<file path="config.mk">
export PLATFORM = sky130hd
export DESIGN_NAME = wptr_handler_prog
export DESIGN_NICKNAME = d
export VERILOG_FILES = /design/src/rtl/fifo_pkg.sv /design/src/rtl/gray2bin_conv.sv /design/src/rtl/wptr_handler_prog.sv
export SDC_FILE = /design/constraint.sdc
export NUM_CORES = 1
export LEC_CHECK = 0
export CORE_AREA = 8 8 62 64
export DETAILED_ROUTE_END_ITERATION = 8
export DIE_AREA = 0 0 70 72
export SYNTH_ARGS = -nofsm -noshare
export SYNTH_HDL_FRONTEND = slang
export SYNTH_SLANG_ARGS = --single-unit
</file>
<file path="constraint.sdc">
create_clock -name wclk -period 6.6 [get_ports wclk]
set_input_delay 1.32 -clock wclk [delete_from_list [all_inputs] [get_ports wclk]]
set_output_delay 1.32 -clock wclk [all_outputs]
set_load 0.05 [all_outputs]
</file>
<file path="src/rtl/fifo_pkg.sv">
// Shared definitions for the asynchronous FIFO pointer handlers.
// The Gray helpers work on a 32-bit container: zero-extending a narrower
// pointer leaves both conversions exact, so one function pair serves every
// pointer width up to 32 bits (truncate the result back to the pointer width).
package fifo_pkg;

   localparam int ADDR_SIZE_DEF = 4;

   // Number of FIFO entries for a given address width.
   function automatic int fifo_depth(input int addr_size);
      return 1 << addr_size;
   endfunction

   localparam int DEPTH = fifo_depth(ADDR_SIZE_DEF);

   // Binary to reflected Gray code.
   function automatic logic [31:0] bin2gray(input logic [31:0] b);
      return b ^ (b >> 1);
   endfunction

   // Reflected Gray code to binary: XOR prefix from the MSB down.
   function automatic logic [31:0] gray2bin(input logic [31:0] g);
      logic [31:0] b;
      b[31] = g[31];
      for (int i = 30; i >= 0; i--) begin
         b[i] = b[i+1] ^ g[i];
      end
      return b;
   endfunction

endpackage

</file>
<file path="src/rtl/gray2bin_conv.sv">
// Combinational Gray-to-binary converter. Each binary bit is the XOR of the
// Gray bits at and above its position. Shared by the write- and read-side
// pointer handlers.
module gray2bin_conv #(
   parameter int W = 5
) (
   input  logic [W-1:0] gray,
   output logic [W-1:0] bin
);

   // Prefix XOR, one reduction per output bit (no chained feedback).
   for (genvar i = 0; i < W; i++) begin : g_bit
      assign bin[i] = ^gray[W-1:i];
   end

endmodule

</file>
<file path="src/rtl/wptr_handler_prog.sv">
// Write-domain pointer handler for the asynchronous FIFO.
// Holds the binary/Gray write pointers, the registered full flag, the
// write-side occupancy count, a programmable almost-full flag and a sticky
// overflow flag. wq2_rptr must already be synchronised into wclk.
//
// Write handshake: winc is the request and ~wfull is the ready. A write
// transfers on a rising wclk edge exactly when winc & ~wfull; a request
// while wfull=1 is dropped (pointers untouched) and latches wovf.
module wptr_handler_prog
   import fifo_pkg::*;
#(
   parameter int ADDR_SIZE = 4
) (
   input  logic                 wclk,
   input  logic                 wrst_n,
   input  logic                 winc,
   input  logic [ADDR_SIZE:0]   wq2_rptr,
   input  logic [ADDR_SIZE:0]   afull_thresh,
   input  logic                 ovf_clr,
   output logic [ADDR_SIZE-1:0] waddr,
   output logic [ADDR_SIZE:0]   wptr,
   output logic                 wfull,
   output logic                 walmost_full,
   output logic [ADDR_SIZE:0]   wcount,
   output logic                 wovf
);

   localparam int PTR_W = ADDR_SIZE + 1;

   logic [ADDR_SIZE:0] wbin;
   logic [ADDR_SIZE:0] wbin_next;
   logic [ADDR_SIZE:0] wgray_next;
   logic [ADDR_SIZE:0] rbin_s;
   logic [ADDR_SIZE:0] count_next;
   logic               wr_ok;
   logic               full_next;
   logic               afull_next;

   gray2bin_conv #(.W(PTR_W)) u_rptr_conv (
      .gray (wq2_rptr),
      .bin  (rbin_s)
   );

   // Next pointers and occupancy; the synchronised read pointer lags, so
   // count_next can only over-report what is really stored.
   always_comb begin
      wr_ok      = winc & ~wfull;
      wbin_next  = wbin + {{ADDR_SIZE{1'b0}}, wr_ok};
      wgray_next = PTR_W'(bin2gray(32'(wbin_next)));
      count_next = wbin_next - rbin_s;
      afull_next = (count_next >= afull_thresh);
   end

   // Full when the write pointer is one lap ahead: in Gray this means the
   // two MSBs are inverted and the remaining bits equal.
   if (ADDR_SIZE == 1) begin : g_full_narrow
      assign full_next = (wgray_next == ~wq2_rptr);
   end else begin : g_full_wide
      assign full_next = (wgray_next == {~wq2_rptr[ADDR_SIZE:ADDR_SIZE-1],
                                         wq2_rptr[ADDR_SIZE-2:0]});
   end

   // Pointer, count and flag registers, all updated from the same next values.
   always_ff @(posedge wclk or negedge wrst_n) begin
      if (!wrst_n) begin
         wbin         <= '0;
         wptr         <= '0;
         wcount       <= '0;
         wfull        <= 1'b0;
         walmost_full <= 1'b0;
      end else begin
         wbin         <= wbin_next;
         wptr         <= wgray_next;
         wcount       <= count_next;
         wfull        <= full_next;
         walmost_full <= afull_next;
      end
   end

   // Sticky overflow: a dropped write sets it, and setting beats clearing.
   always_ff @(posedge wclk or negedge wrst_n) begin
      if (!wrst_n) begin
         wovf <= 1'b0;
      end else if (winc && wfull) begin
         wovf <= 1'b1;
      end else if (ovf_clr) begin
         wovf <= 1'b0;
      end
   end

   assign waddr = wbin[ADDR_SIZE-1:0];

endmodule

</file>
==> reports/metrics.cfg, run 1 <==
[run_status]
outcome=complete, no violations

[synthesis]
synthSimpleGateAreaFrac_pct=5.81
synth_area_leaders=dfrtp_1 44%, ha_1 13%, xnor2_1 11%, xor2_1 6.3%, inv_1 5.4%
synth_area_sq_um=970
yosysSeqAreaShare_pct=43.9
yosys.area_share.adder_pct=15.0
synth_top_area_share_pct=43.9
synth_ff_type=dfrtp_1
synth_top_family_by_area=XOR/XNOR gates
synth_cells=82
yosys_register_bits=17
synth.distinct_cells=19
synth-xor-area-share_pct=22.2
syn_avg_cell_area_sq_um=11.8
synth_top_area_cell=dfrtp_1
synth_compound_gate_area_share_pct=7.74
ys_warn_count=0
synth_edf_count=0
muxShareOfSynthArea_pct=0
synth_fp_nets=107
async_reset_ff_share_pct=100

[routing]
num_vias=659
ant_nets=0
totalWireLength_microns=1840
wl_per_cell_microns=12.4
drt_iter0_drc=9
drtPass1Iterations=2
drc=0
avgViaCountPerCell=4.42

[setup_path]
crit_required_ns=6.78
r2r-end=walmost_full
ff2ff_path_depth=10
cp_max_fo=3
regToRegStartpoint=wfull
path_class=primary input to register
start_kind=primary input
reg2reg_slack_ns=3.87
cp-startpoint=wq2_rptr[3]
cp.arrival_ns=4.34
worst_setup_path_end_kind=register

[timing]
fin_crit_ns=4.16
fin_tns_setup_ns=0
fmaxAchievable_mhz=240
fin_crit_sh_pct=63.0
maxSlewViolCount=0
fin_skew_ns=0.00132
relSlewSlack_pct=49.9
worst_pin_slew_ns=0.749
final-hold-violation-count=0
rsz0062_at_grt=no
setup-violations-final=0

[clock_tree]
clock-sinks=17
cts_hold_buf=0
post_cts_buffers=0
cts_resized=0
root_buffer=clkbuf_4
numCtsBuffers=3
cts_buffer_depth=2
clk_pin_slew_ns=0.10
h-tree-depth=1
cts_tree=built
clk_latency_ns=0.28

[worst_hold_path]
hold_path.class=register to register
hp-start=wovf
worstHoldEndpoint=wovf
whs_path_depth=2

[final_layout]
final_layout_size_suffix_gt1_share_pct=9.48
diodes=0
syn_to_final_growth_pct=38.1
nets=142
design_area_sq_um=1340

[floorplan]
die_area_sq_um=5040
rows=20
ios=31
die_h_microns=72
chipWidth_microns=70
initial_core_util_pct=33.4
core_area_sq_um=2900

[grt]
grt_pass1_wl_microns=3350
grt_pass1_vias=760
antenna_found_initial=0
grt_max_degree=18
gr-usage-all-layers_pct=7.89
overflow=0

[placement]
globalplace.congestion=0.764
place_area_sq_um=1310
portBuffers=30
dp_hpwl_microns=1610

[run]
max_cap_violations=0

[synthesized netlist by cell type, types with 2 or more instances]
cell type	number
inv_1	14
a21oi_1	2
xor2_1	7
ha_1	10
nand3_1	2
a21o_1	6
xnor2_1	12
dfrtp_1	17
xnor2_2	2
[logic make-up (layout without fill, tap and decap cells)]
group | Yosys count | in the layout
xor gates and xnor gates | 22 | 22
DFF | 17 | 17
buffers and inverters | 14 | 48
adders and majority gates | 11 | 11
AOI/OAI and AO/OA | 10 | 10
and+or+nand+nor | 8 | 8
[worst max-delay path: stages]
cell and delay [ns]:
clkdlybuf4s50_1 0.47, xnor2_1 0.25, xor2_1 0.24, xor2_1 0.30
xnor2_1 0.11, ha_1 0.21, fa_1 0.48, inv_1 0.05
ha_1 0.26, a21o_1 0.15, a21o_1 0.17, a21o_1 0.17
a21o_1 0.17
[final cells by class]
type / count / area (sq um)
sequential: 17 / 425
clock buffer: 3 / 22.5
fill: 291 / 1560
tap: 33 / 41.3
multi-input combinational: 51 / 492
clock inverter: 1 / 5.00
inverter: 14 / 52.6
timing repair buffer: 30 / 300
[layer usage]
| layer | part of all wire (%) | global-route usage (%) | vias to the layer above |
|---|---|---|---|
| met3 | 6.8 | 2.86 | 2 |
| met1 | 47 | 9.04 | 311 |
| met5 | 0 | 0 | - |
| li1 | - | - | 329 |
| met4 | 0.33 | 2.01 | 0 |
| met2 | 46 | 13.6 | 17 |
[placed cells by master (no fill, tap or decap), drive strengths merged, types with 2 or more instances in the layout]
cell / instances
a21o: 6
clkdlybuf4s50: 30
clkbuf: 3
a21oi: 2
xor2: 8
dfrtp: 17
xnor2: 14
nand3: 2
ha: 10
inv: 14
[metrics by stage]
stage / utilization, % / cells / setup slack (ns) / hold slack [ns]
5_1_grt: 46.1 / 149 / 2.24 / 0.598
3_5_place_dp: 45.2 / 145 / 2.11 / 0.521
2_1_floorplan: - / 82 / 2.78 / 0.748
3_3_place_gp: 45.2 / 145 / 2.16 / 0.515
4_1_cts: 46.1 / 149 / 2.42 / 0.546
6_report: 46.1 / 149 / 2.44 / 0.537
[worst max path at each step]
| stage | to | slack, ns | depth (start not counted) |
|---|---|---|---|
| floorplan | walmost_full | 2.78 | 12 |
| detailed placement | walmost_full | 2.11 | 13 |
| global route | walmost_full | 2.24 | 13 |
| finish | walmost_full | 2.44 | 13 |
| CTS | walmost_full | 2.42 | 13 |
| global placement | walmost_full | 2.16 | 13 |
[registers in the layout (all words and copies together), names as in the netlist]
name	count
wcount	5
wfull	1
wptr	4
walmost_full	1
wbin	5
wovf	1
Power of run 1 is not shown: default switching activity piles up to over one toggle a cycle in this logic, so the estimate is an artifact.
==> inputs of run 2 (changes only) <==
==> constraint.sdc (replaced) <==
create_clock -name wclk -period 4.1 [get_ports wclk]
set_input_delay 0.82 -clock wclk [delete_from_list [all_inputs] [get_ports wclk]]
set_output_delay 0.82 -clock wclk [all_outputs]
set_load 0.05 [all_outputs]
==> reports/metrics.cfg, run 2 (synthesis results as in run 1) <==
[run_status]
outcome=complete, no violations

[setup_path]
regToRegStartpoint=wfull
cp_max_fo=3
path_class=primary input to register
cp.arrival_ns=3.83
start_kind=primary input
crit_required_ns=4.29
cp-startpoint=wq2_rptr[3]
worst_setup_path_end_kind=register
reg2reg_slack_ns=1.46

[clock_tree]
root_buffer=clkbuf_4
cts_hold_buf=0
cts_buffer_depth=2
clock-sinks=17
h-tree-depth=1
cts_resized=0
clk_pin_slew_ns=0.10
numCtsBuffers=3
clk_latency_ns=0.29
cts_tree=built
post_cts_buffers=0

[timing]
fin_skew_ns=0.00133
rsz0062_at_grt=no
maxSlewViolCount=0
worst_pin_slew_ns=0.757
fin_crit_ns=3.64
relSlewSlack_pct=49.4
fmaxAchievable_mhz=275
fin_crit_sh_pct=88.8
final-hold-violation-count=0
fin_tns_setup_ns=0
setup-violations-final=0

[final_layout]
reg.largest.list=wbin x5, wcount x5, wptr x4
final_cell_mix=30 x clkdlybuf4s50_1, 17 x dfrtp_1, 14 x inv_1, 12 x xnor2_1, 10 x ha_1
nets=143
syn_to_final_growth_pct=38.8
final_layout_size_suffix_gt1_share_pct=10.3
final_common_cell=clkdlybuf4s50_1
final_core_util_pct=46.4
design_area_sq_um=1350
diodes=0

[floorplan]
rows=20
initial_core_util_pct=33.4
core_area_sq_um=2900
ios=31
die_area_sq_um=5040
die_h_microns=72
chipWidth_microns=70

[routing]
wl_per_cell_microns=12.2
drc=0
drtPass1Iterations=4
num_vias=649
totalWireLength_microns=1830
avgViaCountPerCell=4.33
drt_iter0_drc=5
ant_nets=0

[worst_hold_path]
hp-start=wfull
hold_path.class=register to register

[grt]
grt_max_degree=18
grt_pass1_vias=710
grt_pass1_wl_microns=3190
overflow=0
antenna_found_initial=0
gr-usage-all-layers_pct=7.96

[placement]
globalplace.congestion=0.737
portBuffers=30
place_area_sq_um=1320
dp_hpwl_microns=1530

[run]
max_cap_violations=0

-- run 2: cell types whose count changed in the layout (fill, tap and decap cells not counted) --
| cell | previous run | this run |
|---|---|---|
| buf_4 | 0 | 1 |
-- run 2: critical path: stages --
cell and delay, ns:
clkdlybuf4s50_1 0.54, xnor2_1 0.17, xor2_1 0.23, xor2_1 0.29
xnor2_1 0.11, ha_1 0.21, fa_1 0.48, inv_1 0.05
ha_1 0.26, a21o_1 0.15, a21o_1 0.17, a21o_1 0.16
a21o_1 0.17
-- run 2: final timing paths --
path	end	depth (start not counted)
max in group asynchronous	wcount[1]	1
hold reg to reg	wovf	2
hold / removal	wovf	2
min in group asynchronous	wcount[2]	1
setup reg to reg	walmost_full	11
setup / recovery	walmost_full	13
-- run 2: cell type report --
class | instances | area (sq um)
Multi-Input combinational cell | 51 | 492
Sequential cell | 17 | 425
Inverter | 14 | 52.6
Fill cell | 289 | 1560
Tap cell | 33 | 41.3
Timing Repair Buffer | 31 | 308
Clock inverter | 1 | 5.00
Clock buffer | 3 | 22.5
-- run 2: through the flow --
step | std cells | hold WS [ns] | setup slack [ns]
2_1_floorplan | 82 | 0.524 | 0.784
3_3_place_gp | 146 | 0.516 | 0.191
3_5_place_dp | 146 | 0.514 | 0.112
4_1_cts | 150 | 0.541 | 0.434
5_1_grt | 150 | 0.597 | 0.304
6_report | 150 | 0.532 | 0.459
-- run 2: routing by layer --
metal | routed length, microns | part of all wire, % | global-route usage (%)
met5 | 0 | 0 | 0
met4 | 21 | 1.1 | 3.35
met3 | 162 | 8.9 | 4.91
met2 | 877 | 48 | 12.4
met1 | 767 | 42 | 8.50
Power of run 2 is left out for the same reason.
